[src/rtl/dsp_mac_arbiter.sv]
// dsp_mac_arbiter
// Two-requester arbiter in front of a 2-stage multiply-accumulate pipeline.
// Each accepted operation computes P = sext38(A << shift) +/- A*B (mod 2^38).
// Stage 1 holds the registered operands and id; stage 2 holds the registered
// result and id, which drive the res_* handshake directly.
// Optional feature: define DSP_MAC_ARB_RR_EN for round-robin arbitration;
// otherwise requester 0 has fixed priority.
module dsp_mac_arbiter (
  input  logic        clk,
  input  logic        reset,
  input  logic        req_valid_0,
  input  logic        req_valid_1,
  output logic        req_ready_0,
  output logic        req_ready_1,
  input  logic [19:0] req_a_0,
  input  logic [19:0] req_a_1,
  input  logic [17:0] req_b_0,
  input  logic [17:0] req_b_1,
  input  logic [3:0]  req_shift_0,
  input  logic [3:0]  req_shift_1,
  input  logic        req_sub_0,
  input  logic        req_sub_1,
  output logic        res_valid,
  input  logic        res_ready,
  output logic        res_id,
  output logic [37:0] res_p,
  output logic        busy
);

  // Stage 1: registered operands
  logic        s1_valid;
  logic        s1_id;
  logic [19:0] s1_a;
  logic [17:0] s1_b;
  logic [3:0]  s1_shift;
  logic        s1_sub;

  // Stage 2: registered result
  logic        s2_valid;
  logic        s2_id;
  logic [37:0] s2_p;

  // Arbitration and handshake
  logic        grant_0;
  logic        grant_1;
  logic        advance;
  logic        s1_open;
  logic        accept;

  // Operand mux feeding stage 1
  logic        sel_id;
  logic [19:0] sel_a;
  logic [17:0] sel_b;
  logic [3:0]  sel_shift;
  logic        sel_sub;

  // Datapath between stage 1 and stage 2
  logic [19:0] shift_term;
  logic [37:0] shift_ext;
  logic [37:0] a_ext;
  logic [37:0] b_ext;
  logic [37:0] product;
  logic [37:0] p_next;

  // Stage 2 drains when empty or when the consumer takes its result.
  assign advance = !s2_valid || res_ready;
  // Stage 1 can take a new operation when empty or when it moves on this edge.
  assign s1_open = !s1_valid || advance;

`ifdef DSP_MAC_ARB_RR_EN
  // Requester granted most recently; reset to 1 so requester 0 goes first.
  logic last_grant;

  // Round-robin grant: on contention the requester not granted last wins.
  always_comb begin
    // NOTE: every always_comb output gets a default first so no path can infer a latch.
    grant_0 = 1'b0;
    grant_1 = 1'b0;
    if (req_valid_0 && req_valid_1) begin
      grant_0 = last_grant;
      grant_1 = !last_grant;
    end else begin
      grant_0 = req_valid_0;
      grant_1 = req_valid_1;
    end
  end

  // Pointer moves only when an operation is actually accepted.
  always_ff @(posedge clk or negedge reset) begin
    // NOTE: sequential state uses non-blocking assignments so every register samples pre-edge values.
    if (!reset) begin
      last_grant <= 1'b1;
    end else if (accept) begin
      last_grant <= sel_id;
    end
  end
`else
  // Fixed-priority grant: requester 0 always wins on contention.
  always_comb begin
    // NOTE: every always_comb output gets a default first so no path can infer a latch.
    grant_0 = 1'b0;
    grant_1 = 1'b0;
    if (req_valid_0) begin
      grant_0 = 1'b1;
    end else if (req_valid_1) begin
      grant_1 = 1'b1;
    end
  end
`endif

  // Ready depends on own valid only through the grant; forced low during reset.
  assign req_ready_0 = reset && grant_0 && s1_open;
  assign req_ready_1 = reset && grant_1 && s1_open;
  assign accept      = (req_valid_0 && req_ready_0) || (req_valid_1 && req_ready_1);

  // Select the operands of the granted requester.
  always_comb begin
    sel_id    = 1'b0;
    sel_a     = req_a_0;
    sel_b     = req_b_0;
    sel_shift = req_shift_0;
    sel_sub   = req_sub_0;
    if (grant_1) begin
      sel_id    = 1'b1;
      sel_a     = req_a_1;
      sel_b     = req_b_1;
      sel_shift = req_shift_1;
      sel_sub   = req_sub_1;
    end
  end

  // Stage 1 valid: fill on accept, empty when its contents move to stage 2.
  always_ff @(posedge clk or negedge reset) begin
    // NOTE: sequential state uses non-blocking assignments so every register samples pre-edge values.
    if (!reset) begin
      s1_valid <= 1'b0;
    end else if (accept) begin
      s1_valid <= 1'b1;
    end else if (advance) begin
      s1_valid <= 1'b0;
    end
  end

  // Stage 1 operand capture on accept.
  always_ff @(posedge clk) begin
    // NOTE: operand registers carry no reset; they are qualified by s1_valid, which is reset.
    if (accept) begin
      s1_id    <= sel_id;
      s1_a     <= sel_a;
      s1_b     <= sel_b;
      s1_shift <= sel_shift;
      s1_sub   <= sel_sub;
    end
  end

  // Shift term truncated to 20 bits, then sign-extended; product of
  // sign-extended operands keeps the low 38 bits of the signed product.
  assign shift_term = s1_a << s1_shift;
  assign shift_ext  = {{18{shift_term[19]}}, shift_term};
  assign a_ext      = {{18{s1_a[19]}}, s1_a};
  assign b_ext      = {{20{s1_b[17]}}, s1_b};
  assign product    = a_ext * b_ext;
  assign p_next     = s1_sub ? (shift_ext - product) : (shift_ext + product);

  // Stage 2: load from stage 1 on advance, otherwise hold the presented result.
  always_ff @(posedge clk or negedge reset) begin
    if (!reset) begin
      s2_valid <= 1'b0;
      s2_id    <= 1'b0;
      s2_p     <= '0;
    end else if (advance) begin
      s2_valid <= s1_valid;
      if (s1_valid) begin
        s2_id <= s1_id;
        s2_p  <= p_next;
      end
    end
  end

  assign res_valid = s2_valid;
  assign res_id    = s2_id;
  assign res_p     = s2_p;
  assign busy      = s1_valid || s2_valid;

endmodule

[config.mk]
export PLATFORM = sky130hd
export DESIGN_NAME = dsp_mac_arbiter
export DESIGN_NICKNAME = d
export VERILOG_FILES = /design/src/rtl/dsp_mac_arbiter.sv
export SDC_FILE = /design/constraint.sdc
export NUM_CORES = 1
export LEC_CHECK = 0
export ABC_AREA = 1
export BUFFER_PORTS_ARGS = -buffer_cell sky130_fd_sc_hd__buf_4
export CORE_MARGIN = 2
export CORE_UTILIZATION = 50
export CTS_CLUSTER_SIZE = 10
export DETAILED_ROUTE_END_ITERATION = 10
export PLACE_DENSITY = 0.75
export RECOVER_POWER = 25
export SLEW_MARGIN = 20
export SYNTH_ARGS = -nofsm -noshare
export SYNTH_HDL_FRONTEND = slang
export SYNTH_SLANG_ARGS = --single-unit
[constraint.sdc]
create_clock -name clk -period 12.8 [get_ports clk]
set_clock_uncertainty 0.1 [all_clocks]
set_input_delay 0.64 -clock clk [delete_from_list [all_inputs] [get_ports clk]]
set_output_delay 0.64 -clock clk [all_outputs]
set_load 0.02 [all_outputs]
==> metrics <==
status=complete, but fails checks; failing checks=max-capacitance violations, max-slew violations; startpoint types=flop; relative slew slack=-59.04%; total number of vias=roughly 20000; synthesized area=22640 sq um; cell mode on critical path=nand2_1; RSZ-0062 raised after global routing=false; CTS tree=built; worst reg2reg startpoint=s1_a[19]; synthesized netlist cell count=between 3000 and 4000; routability cong.=0.9888; worst endpoint data arrival time=9.58 ns; Worst Path Max Fanout=19; critical path required time=12.98 ns; core area=roughly 44000 sq um; Initial Util=50.97%; max cap viols=2; largest net degree at the start of global routing=49; clk slew on worst S/H paths=around 0.07 ns; TNS Setup=0 ns; Reg2Reg Depth=44; Vias per Instance=between 5 and 6; Seq/Total Area, Yosys=10.37%; Num CTS Buffers=9; Site Rows=77; Netlist cell types=50; PortBufs=about 130; post-CTS setup buffers=0; end point of the critical path=res_p[37]; Critical Path Max Stage Delay=0.87 ns; fin. max-slew vios=87; Worst path slowest cell=edfxtp_1; Nets=3892; R2R Setup Slk=3.39 ns; H-tree depth=3; Synthesized Nets=3844; Residual DRC=0; final wirelength=60470 um; Ant. Diodes=0; antenna violations before repair=0; GRT Resource Usage Total=26.96%; die span in y=216.8 um; Post-CTS Resized=0; Worst Path Buf+Inv=9; CP startpoint=s1_a[19]; first-pass GRT wire length=roughly 100000 um; synthesized area per cell=around 7 sq um; drt initial violations=between 1500 and 2000; synthesis-to-layout area growth=7.522%; CTS sink count=85; most frequent cells in the layout=nand2_1, inv_1, fa_1, nor2_1; DRT antenna net count=0; Ports=134; number of fill cells in the layout=roughly 4300; HPWL after detailed placement=50320 um; delay-heaviest family, CP=adder cells; worst reg2reg path endpoint=res_p[37]; worst-case clock buffer depth=2; main area contributors after synthesis=fa_1, nand2_1, inv_1; grt ovf=0; Worst Tran Pin Value=2.386 ns; DRT Pass-1 Iters=6; Final Cycle Share=73.48%; number of synthesized register bits=85; layout cells sized above 1=under 10%; DR WL/cell=15.50 um; most common cell after layout, fill and taps aside=nand2_1; clock root cell=clkbuf_16; pre-CTS setup slack=3.556 ns; Yosys top cell by area=fa_1; Tmin final=9.406 ns; critical path class=reg -> reg; cts hold-fix bufs=0; Chip Width=216.8 um; synth warn=0; Hold Path Class=reg -> reg; Worst-Skew Late Latency=0.40 ns; Max Clk Rate=0.1063 GHz; setup ws final=3.394 ns; # setup viols final=0; Final Hold Fails=0; critical path capture point type=flop; die area=about 47000 sq um; top cell type's share of synthesized area=around 32%; Post-synth ARST share=48.24%; vias in the first global route=19920; number of synthesized flops with an enable pin=44; ys flop type=edfxtp_1; Crit path depth=44
routing by layer:
metal / global-route usage [%] / vias to the layer above / part of all wire, % / wire [um]
li1: - / 9611 / - / -
met3: 4.361 / 90 / 8.0 / 4846
met1: 35.75 / 9331 / 42 / 25400
met4: 7.717 / 0 / 2.6 / 1574
met2: 45.73 / 734 / 47 / 28650
met5: 0 / - / 0 / 0
area by class of cell:
class	count	area (sq um)	area share, %
tap	592	740.7	3.043
timing repair buffer	146	1059	4.349
clock buffer	11	254.0	1.043
clock inverter	5	55.05	0.2262
inverter	835	3134	12.88
sequential	85	2347	9.643
multi-input combinational	2227	16750	68.82
metrics by stage:
step / std cells / hold slack (ns) / cell area, sq um / util [%]
floorplan: 3256 / 0.2444 / 22640 / -
global placement: 3885 / 0.3669 / 24080 / 54.21
detailed placement: 3885 / 0.3668 / 24080 / 54.21
CTS: 3901 / 0.3411 / 24390 / 54.91
global route: 3901 / 0.4041 / 24340 / 54.80
finish: 3901 / 0.3737 / 24340 / 54.80
worst min path at each step:
stage,from,to,slack [ns],cells after the start
2_1_floorplan,reset,res_id,0.24,0
3_3_place_gp,res_p[24],res_p[24],0.37,2
3_5_place_dp,res_p[28],res_p[28],0.37,2
4_1_cts,reset,res_p[9],0.34,2
5_1_grt,res_p[25],res_p[25],0.40,2
6_report,s1_id,res_id,0.37,2
worst register-to-register path: cells and delay by family (launching register included):
kind | cells | cell delay (ns)
simple gates | 26 | 3.29
flops | 1 | 0.87
fa+ha+maj | 8 | 4.01
xor+xnor | 1 | 0.17
buf+inv | 9 | 0.88
sequential cells by signal, summed over array words and instances (netlist names):
signal and cells:
s1_sub 1, s1_shift 4, res_id 1, res_p 38, s1_b 18, s1_valid 1, s1_id 1, res_valid 1
s1_a 20
cell families (layout without fill, tap and decap cells):
group / count (synthesis) / after routing / share of synthesized area (%)
muxes: 4 / 4 / 0.1769
xor gates and xnor gates: 59 / 59 / 2.415
buffers and inverters: 944 / 997 / 15.69
and+or+nand+nor: 1459 / 1459 / 26.70
DFF: 85 / 85 / 10.37
adders and majority gates: 497 / 497 / 39.47
AOI/OAI and AO/OA: 208 / 208 / 5.179
Yosys cell counts, types with 2 or more instances:
| master | instances |
|---|---|
| o21a_1 | 5 |
| buf_2 | 6 |
| nor4_1 | 3 |
| a31oi_1 | 25 |
| o21ai_0 | 76 |
| dfrtp_1 | 41 |
| nor2_1 | 155 |
| nand4_2 | 2 |
| a21oi_1 | 61 |
| ha_1 | 135 |
| nor3_1 | 7 |
| o21ai_1 | 8 |
| nand2_1 | 1068 |
| inv_1 | 816 |
| mux2i_1 | 4 |
| and3_1 | 3 |
| or2_2 | 19 |
| inv_2 | 17 |
| nand3_2 | 5 |
| o21bai_1 | 5 |
| xor2_1 | 35 |
| a21o_1 | 14 |
| clkbuf_1 | 88 |
| nand2_4 | 2 |
| fa_1 | 362 |
| nor2_2 | 17 |
| a21oi_2 | 2 |
| nand3_1 | 101 |
| nand4_1 | 33 |
| nand2_2 | 19 |
| o211ai_1 | 8 |
| and2_1 | 6 |
| xnor2_1 | 20 |
| xnor2_2 | 4 |
| nor2_4 | 8 |
| buf_1 | 15 |
| edfxtp_1 | 44 |
| clkinv_1 | 2 |
| nand3b_1 | 4 |
Power is left out: the tool's default activity adds up to more than one toggle a clock period on the data nets, which glitch-free logic cannot reach.
